[config.mk]
export PLATFORM = sky130hd
export DESIGN_NAME = hazard_ctrl_non_fwd
export DESIGN_NICKNAME = d
export VERILOG_FILES = /design/src/rtl/hazard_pkg.sv /design/src/rtl/reg_pend_tracker.sv /design/src/rtl/hazard_ctrl_non_fwd.sv
export SDC_FILE = /design/constraint.sdc
export NUM_CORES = 1
export LEC_CHECK = 0
export CORE_MARGIN = 4
export CORE_UTILIZATION = 56
export DETAILED_ROUTE_END_ITERATION = 16
export GPL_TIMING_DRIVEN = 1
export PLACE_DENSITY = 0.88
export SLEW_MARGIN = 5
export SYNTH_ARGS = -nofsm -noshare
export SYNTH_HDL_FRONTEND = slang
export SYNTH_SLANG_ARGS = --single-unit
[constraint.sdc]
create_clock -name i_clk -period 6.5 [get_ports i_clk]
set_clock_uncertainty 0.2 [all_clocks]
set_input_delay 0.65 -clock i_clk [delete_from_list [all_inputs] [get_ports i_clk]]
set_output_delay 0.65 -clock i_clk [all_outputs]
set_load 0.01 [all_outputs]
[src/rtl/hazard_pkg.sv]
// Shared types and defaults for the non-forwarding hazard controller.
// Control bundle is purely combinational; no flow-control state lives here.
package hazard_pkg;

  localparam int REG_ADDR_W        = 5;
  localparam int NUM_REGS_DEF      = 32;
  localparam int CNT_W_DEF         = 2;
  localparam int PERF_W_DEF        = 32;
  localparam int STALL_TIMEOUT_DEF = 16;

  typedef enum logic [1:0] {
    RUN   = 2'd0,
    STALL = 2'd1,
    FLUSH = 2'd2
  } state_e;

  typedef struct packed {
    logic pc_en;
    logic if_id_en;
    logic if_id_flush;
    logic id_ex_flush;
    logic id_issue;
  } ctrl_t;

  localparam ctrl_t CTRL_RESET = '{pc_en: 1'b0, if_id_en: 1'b0, if_id_flush: 1'b1,
                                   id_ex_flush: 1'b1, id_issue: 1'b0};
  localparam ctrl_t CTRL_FLUSH = '{pc_en: 1'b1, if_id_en: 1'b1, if_id_flush: 1'b1,
                                   id_ex_flush: 1'b1, id_issue: 1'b0};
  localparam ctrl_t CTRL_STALL = '{pc_en: 1'b0, if_id_en: 1'b0, if_id_flush: 1'b0,
                                   id_ex_flush: 1'b1, id_issue: 1'b0};

  function automatic ctrl_t ctrl_run(input logic id_vld);
    ctrl_t c;
    c.pc_en       = 1'b1;
    c.if_id_en    = 1'b1;
    c.if_id_flush = 1'b0;
    c.id_ex_flush = 1'b0;
    c.id_issue    = id_vld;
    return c;
  endfunction

endpackage

[src/rtl/reg_pend_tracker.sv]
// Per-register count of writers issued past ID and not yet retired from WB.
// Reads are combinational on registered counts (no same-cycle WB bypass).
module reg_pend_tracker
  import hazard_pkg::*;
#(
  parameter int NUM_REGS = NUM_REGS_DEF,
  parameter int CNT_W    = CNT_W_DEF
) (
  input  logic                  i_clk,
  input  logic                  i_reset,
  input  logic                  inc_vld,
  input  logic [REG_ADDR_W-1:0] inc_addr,
  input  logic                  dec_vld,
  input  logic [REG_ADDR_W-1:0] dec_addr,
  input  logic [REG_ADDR_W-1:0] rd_a_addr,
  output logic                  rd_a_busy,
  input  logic [REG_ADDR_W-1:0] rd_b_addr,
  output logic                  rd_b_busy
);

  logic [CNT_W-1:0] pend [NUM_REGS];

  // x0 is hardwired, so it can never be waited on.
  assign pend[0] = '0;

  for (genvar r = 1; r < NUM_REGS; r++) begin : g_pend
    logic inc_hit;
    logic dec_hit;

    assign inc_hit = inc_vld && (inc_addr == REG_ADDR_W'(r));
    assign dec_hit = dec_vld && (dec_addr == REG_ADDR_W'(r));

    always_ff @(posedge i_clk or negedge i_reset) begin
      if (!i_reset) begin
        pend[r] <= '0;
      end else if (inc_hit && !dec_hit) begin
        pend[r] <= pend[r] + CNT_W'(1);
      end else if (dec_hit && !inc_hit) begin
        pend[r] <= pend[r] - CNT_W'(1);
      end
    end
  end

  assign rd_a_busy = |pend[rd_a_addr];
  assign rd_b_busy = |pend[rd_b_addr];

endmodule

[src/rtl/hazard_ctrl_non_fwd.sv]
// Stall/flush control for a 5-stage pipeline without forwarding; outputs are combinational on ID/EX inputs.
// RAW consumers wait until the producer leaves WB; mispredict overrides any stall.
module hazard_ctrl_non_fwd
  import hazard_pkg::*;
#(
  parameter int NUM_REGS      = NUM_REGS_DEF,
  parameter int CNT_W         = CNT_W_DEF,
  parameter int PERF_W        = PERF_W_DEF,
  parameter int STALL_TIMEOUT = STALL_TIMEOUT_DEF
) (
  input  logic                  i_clk,
  input  logic                  i_reset,
  input  logic                  i_id_vld,
  input  logic [REG_ADDR_W-1:0] i_id_rs1_addr,
  input  logic                  i_id_rs1_use,
  input  logic [REG_ADDR_W-1:0] i_id_rs2_addr,
  input  logic                  i_id_rs2_use,
  input  logic [REG_ADDR_W-1:0] i_id_rd_addr,
  input  logic                  i_id_rd_wren,
  input  logic                  i_wb_vld,
  input  logic [REG_ADDR_W-1:0] i_wb_rd_addr,
  input  logic                  i_wb_rd_wren,
  input  logic                  i_ex_mispred,
  output logic                  o_pc_en,
  output logic                  o_if_id_en,
  output logic                  o_if_id_flush,
  output logic                  o_id_ex_flush,
  output logic                  o_id_issue,
  output logic [1:0]            o_state,
  output logic [PERF_W-1:0]     o_stall_cnt,
  output logic [PERF_W-1:0]     o_flush_cnt,
  output logic                  o_deadlock
);

  localparam int RUN_W = $clog2(STALL_TIMEOUT + 1);

  state_e            state_q;
  state_e            state_d;
  ctrl_t             ctrl;
  logic              rs1_busy;
  logic              rs2_busy;
  logic              hazard;
  logic              pend_inc;
  logic              pend_dec;
  logic              stall_evt;
  logic              flush_evt;
  logic [PERF_W-1:0] stall_cnt_q;
  logic [PERF_W-1:0] flush_cnt_q;
  logic [RUN_W-1:0]  stall_run_q;
  logic              deadlock_q;

  // A killed ID instruction must not be counted; ctrl.id_issue is already 0 on mispredict.
  assign pend_inc = ctrl.id_issue && i_id_rd_wren && (i_id_rd_addr != '0);
  assign pend_dec = i_wb_vld && i_wb_rd_wren && (i_wb_rd_addr != '0);

  reg_pend_tracker #(
    .NUM_REGS (NUM_REGS),
    .CNT_W    (CNT_W)
  ) u_pend (
    .i_clk     (i_clk),
    .i_reset   (i_reset),
    .inc_vld   (pend_inc),
    .inc_addr  (i_id_rd_addr),
    .dec_vld   (pend_dec),
    .dec_addr  (i_wb_rd_addr),
    .rd_a_addr (i_id_rs1_addr),
    .rd_a_busy (rs1_busy),
    .rd_b_addr (i_id_rs2_addr),
    .rd_b_busy (rs2_busy)
  );

  assign hazard = i_id_vld &&
                  ((i_id_rs1_use && (i_id_rs1_addr != '0) && rs1_busy) ||
                   (i_id_rs2_use && (i_id_rs2_addr != '0) && rs2_busy));

  always_ff @(posedge i_clk or negedge i_reset) begin
    if (!i_reset) begin
      state_q <= RUN;
    end else begin
      state_q <= state_d;
    end
  end

  always_comb begin
    state_d = RUN;
    ctrl    = ctrl_run(i_id_vld);
    if (i_ex_mispred) begin
      state_d = FLUSH;
      ctrl    = CTRL_FLUSH;
    end else if (hazard) begin
      state_d = STALL;
      ctrl    = CTRL_STALL;
    end
    // Hold the front end in a bubble state for as long as reset is asserted.
    if (!i_reset) begin
      ctrl = CTRL_RESET;
    end
  end

  assign stall_evt = (state_d == STALL);
  assign flush_evt = (state_d == FLUSH);

  always_ff @(posedge i_clk or negedge i_reset) begin
    if (!i_reset) begin
      stall_cnt_q <= '0;
      flush_cnt_q <= '0;
    end else begin
      if (stall_evt) begin
        stall_cnt_q <= stall_cnt_q + PERF_W'(1);
      end
      if (flush_evt) begin
        flush_cnt_q <= flush_cnt_q + PERF_W'(1);
      end
    end
  end

  // Run length saturates at the timeout so a very long stall cannot wrap it.
  always_ff @(posedge i_clk or negedge i_reset) begin
    if (!i_reset) begin
      stall_run_q <= '0;
      deadlock_q  <= 1'b0;
    end else begin
      if (!stall_evt) begin
        stall_run_q <= '0;
      end else if (stall_run_q != RUN_W'(STALL_TIMEOUT)) begin
        stall_run_q <= stall_run_q + RUN_W'(1);
      end
      if (stall_evt && (stall_run_q == RUN_W'(STALL_TIMEOUT - 1))) begin
        deadlock_q <= 1'b1;
      end
    end
  end

  assign o_pc_en       = ctrl.pc_en;
  assign o_if_id_en    = ctrl.if_id_en;
  assign o_if_id_flush = ctrl.if_id_flush;
  assign o_id_ex_flush = ctrl.id_ex_flush;
  assign o_id_issue    = ctrl.id_issue;
  assign o_state       = state_q;
  assign o_stall_cnt   = stall_cnt_q;
  assign o_flush_cnt   = flush_cnt_q;
  assign o_deadlock    = deadlock_q;

endmodule

# After elaboration in Yosys (flattened, before gate mapping)
# Cells that the tools add are included.
dict set report word_totals {
  ff_bits 134
  mem_bits_ro 0
  memories 0
  mem_bits_rw 0
  latch_bits 0
  wordCells 481
}
dict set report classes {
  add_sub_neg 65
  n_reduce_logical 234
  bitwise_logic 2
  magnitude_cmp 2
  div_mod_pow 0
  n_mul 0
  shift 0
  n_eq_ne 67
  mux 75
}
# cell count
set op_table {}
lappend op_table {{5-bit equality test (second input constant)} 32}
lappend op_table {{1-bit logical AND} 134}
lappend op_table {{2-bit two-way mux} 67}
lappend op_table {{5-bit by 4-bit equality test with 1-bit output (second input constant)} 17}
lappend op_table {{32-bit by 1-bit adder with 32-bit output (second input constant)} 2}
lappend op_table {{2-bit by 1-bit adder with 2-bit output (second input constant)} 31}
lappend op_table {{1-bit logical NOT} 62}
lappend op_table {{2-bit nonzero test} 31}
lappend op_table {{2-bit by 1-bit subtractor with 2-bit output (second input constant)} 31}
lappend op_table {{5-bit by 3-bit equality test with 1-bit output (second input constant)} 8}
lappend op_table {{5-bit two-way mux} 5}
lappend op_table {{2-bit binary-select mux with 5-bit select} 2}
lappend op_table {{5-bit by 2-bit equality test with 1-bit output (second input constant)} 4}
lappend op_table {{5-bit nonzero test} 4}
lappend op_table {{6-bit greater-or-equal comparator (second input constant)} 2}
lappend op_table {{5-bit inverter with 6-bit output} 2}
lappend op_table {{5-bit by 1-bit equality test with 1-bit output (second input constant)} 2}
lappend op_table {{5-bit by 1-bit adder with 5-bit output (second input constant)} 1}
lappend op_table {{5-bit != test (second input constant)} 1}
lappend op_table {{2-bit OR reduction} 2}
lappend op_table {{2-bit by 1-bit equality test with 1-bit output (second input constant)} 1}
lappend op_table {{2-bit equality test (second input constant)} 1}
lappend op_table {{2-bit by 1-bit != test with 1-bit output (second input constant)} 1}
lappend op_table {{1-bit logical OR} 1}
lappend op_table {{1-bit two-way mux} 1}

# Longest topological paths before layout
dict set report logic_depth {
  word_depth 18
  depth_mapped 15
}

# Hierarchy
# From an unflattened synthesis, not the netlist that was laid out.
dict set report hier_totals {
  hier_cells 730
  area_unflattened_um2 7359.6
}
# mod cells_per_inst n_inst area_per_inst_um2 seq_area_each_um2
set modules_own_cells {}
lappend modules_own_cells {reg_pend_tracker 422 1 4020.1 1551.5}
lappend modules_own_cells {hazard_ctrl_non_fwd 308 1 3339.5 1801.7}

# Least setup slack after synthesis
# OpenSTA, ideal clock, no wires.
dict set report synth_timing {
  kind {input -> output}
  startpoint {input port i_id_rs1_addr[0]}
  endpoint {output port o_pc_en}
  path_stages 11
  setup_slack_ns 3.136
  n_path_buf 4
  t_arrival_ns 2.514
  cell_sequence {buf_4 > inv_2 > mux4_2 > mux2i_1 > nand3_1 > a22oi_2 > o21ai_2 > buf_6 > buf_2 > and2_1 > buf_4}
}
dict set report synth_between {
  elab_chain_len 11
  word_cells_on_any_way 13
  classes_between {6 x mux; 1 x bitwise; 6 x reduce/logical}
}
# item line_no
set synth_rtl {}
lappend synth_rtl {{from (decl)} hazard_ctrl_non_fwd.sv:14} ;# input logic [REG_ADDR_W-1:0] i_id_rs1_addr,
lappend synth_rtl {{5-bit inverter with 6-bit output (implied by the code)} reg_pend_tracker.sv:44} ;# assign rd_a_busy = |pend[rd_a_addr];
lappend synth_rtl {{2-bit binary-select mux with 5-bit select} reg_pend_tracker.sv:44}
lappend synth_rtl {{2-bit two-way mux (implied by the code) (2 in a row)} reg_pend_tracker.sv:44}
lappend synth_rtl {{2-bit OR reduction} reg_pend_tracker.sv:44}
lappend synth_rtl {{1-bit logical AND *} hazard_ctrl_non_fwd.sv:73} ;# ((i_id_rs1_use && (i_id_rs1_addr != '0) && rs1_busy) ||
lappend synth_rtl {{1-bit logical OR *} hazard_ctrl_non_fwd.sv:73}
lappend synth_rtl {{1-bit logical AND *} hazard_ctrl_non_fwd.sv:72} ;# assign hazard = i_id_vld &&
lappend synth_rtl {{5-bit two-way mux *} hazard_ctrl_non_fwd.sv:90} ;# end else if (hazard) begin
lappend synth_rtl {{5-bit two-way mux *} hazard_ctrl_non_fwd.sv:87} ;# if (i_ex_mispred) begin
lappend synth_rtl {{5-bit two-way mux *} hazard_ctrl_non_fwd.sv:95} ;# if (!i_reset) begin
lappend synth_rtl {{to (decl)} hazard_ctrl_non_fwd.sv:24} ;# output logic o_pc_en,
# Mark *: on every way between the ends. The rest lies on a longest branch, timed or not. The select of a mux whose other input is x is not followed.

# Worst setup path after layout
dict set report layout_timing {
  startpoint {input port i_id_rs2_addr[1]}
  endpoint {output port o_id_ex_flush}
}
dict set report layout_between {
  elab_chain_len 11
  word_cells_on_any_way 13
  classes_between {6 x mux; 1 x bitwise; 6 x reduce/logical}
}
# item line_no
set layout_rtl {}
lappend layout_rtl {{from (decl)} hazard_ctrl_non_fwd.sv:16} ;# input logic [REG_ADDR_W-1:0] i_id_rs2_addr,
lappend layout_rtl {{5-bit inverter with 6-bit output (implied by the code)} reg_pend_tracker.sv:45} ;# assign rd_b_busy = |pend[rd_b_addr];
lappend layout_rtl {{2-bit binary-select mux with 5-bit select} reg_pend_tracker.sv:45}
lappend layout_rtl {{2-bit two-way mux (implied by the code) (2 in a row)} reg_pend_tracker.sv:45}
lappend layout_rtl {{2-bit OR reduction} reg_pend_tracker.sv:45}
lappend layout_rtl {{1-bit logical AND *} hazard_ctrl_non_fwd.sv:74} ;# (i_id_rs2_use && (i_id_rs2_addr != '0) && rs2_busy));
lappend layout_rtl {{1-bit logical OR *} hazard_ctrl_non_fwd.sv:73}
lappend layout_rtl {{1-bit logical AND *} hazard_ctrl_non_fwd.sv:72}
lappend layout_rtl {{5-bit two-way mux *} hazard_ctrl_non_fwd.sv:90}
lappend layout_rtl {{5-bit two-way mux *} hazard_ctrl_non_fwd.sv:87}
lappend layout_rtl {{5-bit two-way mux *} hazard_ctrl_non_fwd.sv:95}
lappend layout_rtl {{to (decl)} hazard_ctrl_non_fwd.sv:27} ;# output logic o_id_ex_flush,
# Marked as above.

==> flow_metrics.py <==
metrics = {
    "synth": {
        "synth.cell_area_um2": 7547,
        "yosysUniqueCellTypes": 52,
        "ys_warn_count": 0,
        "postSynthNetCount": 805,
        "synthCells": 740,
        "synth_top_area_cell": "dfrtp_1",
        "ys.flop_type": "dfrtp_1",
        "synth.area.top_cells": "dfrtp_1, xor2_1, xnor2_1",
        "avgSynthCellArea_um2": 10.20,
        "synth_top_area_share_pct": 44.43,
        "synth_seq_area_share_pct": 44.43,
        "yosysMostFrequentCell": "dfrtp_1",
        "synthTopCellsByCount": "dfrtp_1, xor2_1, nor2_1",
        "synth-edff-count": 0,
        "async_reset_ff_share_pct": 100.0,
        "synth-seq-cells": 134,
    },
    "floorplan": {
        "initial_core_util_pct": 56.99,
        "dieArea_um2": 15400,
        "core_um2": 13240,
        "dieWidth_um": 124.1,
        "ios": 101,
        "fp-row-count": 42,
        "die_y_um": 124.1,
    },
    "clocking": {
        "cts_inserted_buffers": 17,
        "clk_pin_slew_ns": 0.06,
        "postCtsSetupRepairBufs": 0,
        "cts.sinks": 134,
        "cts_resized": 0,
        "cts_tree": "done",
        "cts-root-buf": "clkbuf_16",
        "cts_max_level": 4,
        "cts_hold_buf": 1,
        "cts_buffer_depth": 2,
        "clock_latency_ns": 0.42,
    },
    "pwr": {
        "power.density_nw_per_um2": 299.3,
        "intPower_mw": 1.897,
        "peakVddDrop_v": 0.0001538,
        "power_frac_clock_pct": 33.2,
        "switchingPower_mw": 0.8678,
        "power.leakage_nw": 4.144,
        "power.share.combinational_pct": 22.4,
        "seq_power_share_pct": 44.4,
        "power_mw": 2.765,
        "swShare_pct": 31.38,
    },
    "sta": {
        "tns_ns": 0,
        "slew_violations": 0,
        "timing.hold.ws_ns": 0.2631,
        "min_period_ns": 4.815,
        "worst_pin_slew_ns": 0.9852,
        "fmax_ghz": 0.2077,
        "finalSetupViolCount": 0,
        "rsz0062_at_grt": "false",
        "fin_crit_sh_pct": 74.08,
        "hold_viol": 0,
        "max_slew_margin_pct": 34.32,
    },
    "placed_design": {
        "place.gp.congestion": 0.9539,
        "io_buffers": 100,
        "dp.cells": 993,
        "dp_hpwl_um": 12310,
    },
    "detailed_routing": {
        "drc": 0,
        "avgRoutedWirePerCell_um": 16.69,
        "vias": 5825,
        "drt_wl_total_um": 17130,
        "drt_iter0_drc": 453,
        "viasPerCell": 5.677,
        "drtAntennaViolNets": 0,
        "drt-pass1-iter-count": 5,
    },
    "critical_path": {
        "cp.arrival_ns": 3.96,
        "critical_path_class": "primary input to output pin",
        "cp-startpoint": "i_id_rs2_addr[1]",
        "cp-start-kind": "primary input",
        "reg2reg_to": "u_pend.pend[31]$_DFFE_PN0P_",
        "reg2reg_from": "u_pend.pend[50]$_DFFE_PN0P_",
        "crit_required_ns": 5.65,
        "r2r_setup_slack_ns": 3.16,
        "end_kind": "output pin",
        "cp_max_fo": 24,
        "critical_path.endpoint": "o_id_ex_flush",
        "r2r_cells": 11,
    },
    "final_layout": {
        "nFillCells": 1012,
        "area_delta_synth_final_pct": 22.41,
        "multi_input_area_um2": 3996,
        "register_area_um2": 3353,
        "final_cells": 1026,
        "fin_nets": 902,
        "n_antenna_cell": 0,
        "drive_above_1_share_pct": 8.588,
    },
    "run_status": {
        "status": "complete, no violations",
    },
    "global_routing": {
        "grt_usage_pct": 23.67,
        "grt_pass1_wl_um": 28030,
        "grt_max_degree": 82,
        "grt_pass1_vias": 5769,
        "grt-ovfl-total": 0,
        "antenna_found_initial": 0,
    },
    "min_path": {
        "holdCritPathClass": "flop to flop",
    },
    "flow_run": {
        "cap_viol_max_count": 0,
    },
}
==> registers in the layout, indices dropped and copies added (netlist names) <==
| name | cells |
|---|---|
| o_deadlock | 1 |
| o_flush_cnt | 32 |
| o_stall_cnt | 32 |
| o_state | 2 |
| stall_run_q | 5 |
| u_pend.pend | 62 |
==> worst max-delay path: stages <==
cell	delay, ns
clkdlybuf4s50_1	1.02
mux4_2	0.60
nand2_1	0.08
a21oi_1	0.08
o32ai_2	0.39
or2_1	0.16
buf_4	0.28
nand2_1	0.09
nand2_1	0.07
clkdlybuf4s50_1	0.53
==> power by group through the flow <==
stage / clock network, mW / registers [mW] / logic, mW
after CTS: 0.935 / 1.23 / 0.622
after detailed placement: 0 / 1.24 / 0.618
after floorplan: 0 / 1.21 / 0.376
after global placement: 0 / 1.23 / 0.594
final: 0.919 / 1.23 / 0.619
after global routing: 0.972 / 1.26 / 0.678
==> kinds of logic (layout without fill, tap and decap cells) <==
kind of cell               after synthesis  after routing  share of synthesized area (%)
and+or+nand+nor                        322            322                          22.73
adders and majority gates               36             36                          5.968
muxes                                   10             10                          2.205
DFF                                    134            134                          44.43
buffers and inverters                   43            153                          2.719
AOI/OAI and AO/OA                       37             37                          3.614
xor gates and xnor gates               158            158                          18.34
==> metrics by stage <==
stage	util, %	setup WS [ns]	area, µm²
final	69.77	1.685	9239
after detailed placement	65.38	1.724	8658
after global placement	65.38	1.808	8658
after global routing	69.77	1.501	9239
after floorplan	-	3.136	7547
after CTS	69.77	1.729	9239
==> routing by layer <==
metal  global-route usage (%)  vias up  wire, µm
met3                    5.995       47      1299
met2                    37.87      249      8236
met4                    11.09        0       621
met1                    30.25     2818      6969
met5                        0        -         0
li1                         -     2711         -
==> area by class of cell <==
class                           count  share of cell area [%]
Sequential cell                   134                   36.29
Inverter                           17                  0.6907
Tap cell                          176                   2.384
Multi-Input combinational cell    563                   43.26
Timing Repair Buffer              104                   11.20
Clock buffer                       22                   5.133
Clock inverter                     10                   1.043
==> layout by cell type, fill, tap and decap left out, types with 9 or more instances in the layout <==
cell | netlist | layout
nor4_1 | 16 | 16
nand2_1 | 70 | 70
ha_1 | 36 | 36
nand4_1 | 12 | 12
a211oi_1 | 11 | 11
clkdlybuf4s50_1 | 0 | 99
nor2b_1 | 9 | 9
nor3_1 | 37 | 37
xor2_1 | 101 | 101
inv_1 | 16 | 16
nor3_2 | 9 | 9
nand3_1 | 23 | 23
xnor2_1 | 57 | 57
clkbuf_16 | 0 | 17
a21oi_1 | 10 | 10
dfrtp_1 | 134 | 134
nor2_1 | 91 | 91
==> how the worst min path moves through the flow <==
stage                                     start                          end  cells past startpoint  slack (ns)
global route        u_pend.pend[35]$_DFFE_PN0P_  u_pend.pend[35]$_DFFE_PN0P_                      1        0.28
global placement         o_deadlock$_DFFE_PN0P_       o_deadlock$_DFFE_PN0P_                      1        0.25
CTS                 u_pend.pend[41]$_DFFE_PN0P_  u_pend.pend[41]$_DFFE_PN0P_                      1        0.27
finish              u_pend.pend[41]$_DFFE_PN0P_  u_pend.pend[41]$_DFFE_PN0P_                      1        0.26
floorplan                               i_reset       o_deadlock$_DFFE_PN0P_                      0        0.15
detailed placement  u_pend.pend[41]$_DFFE_PN0P_  u_pend.pend[41]$_DFFE_PN0P_                      1        0.26
(Power assumes the default switching activity.)
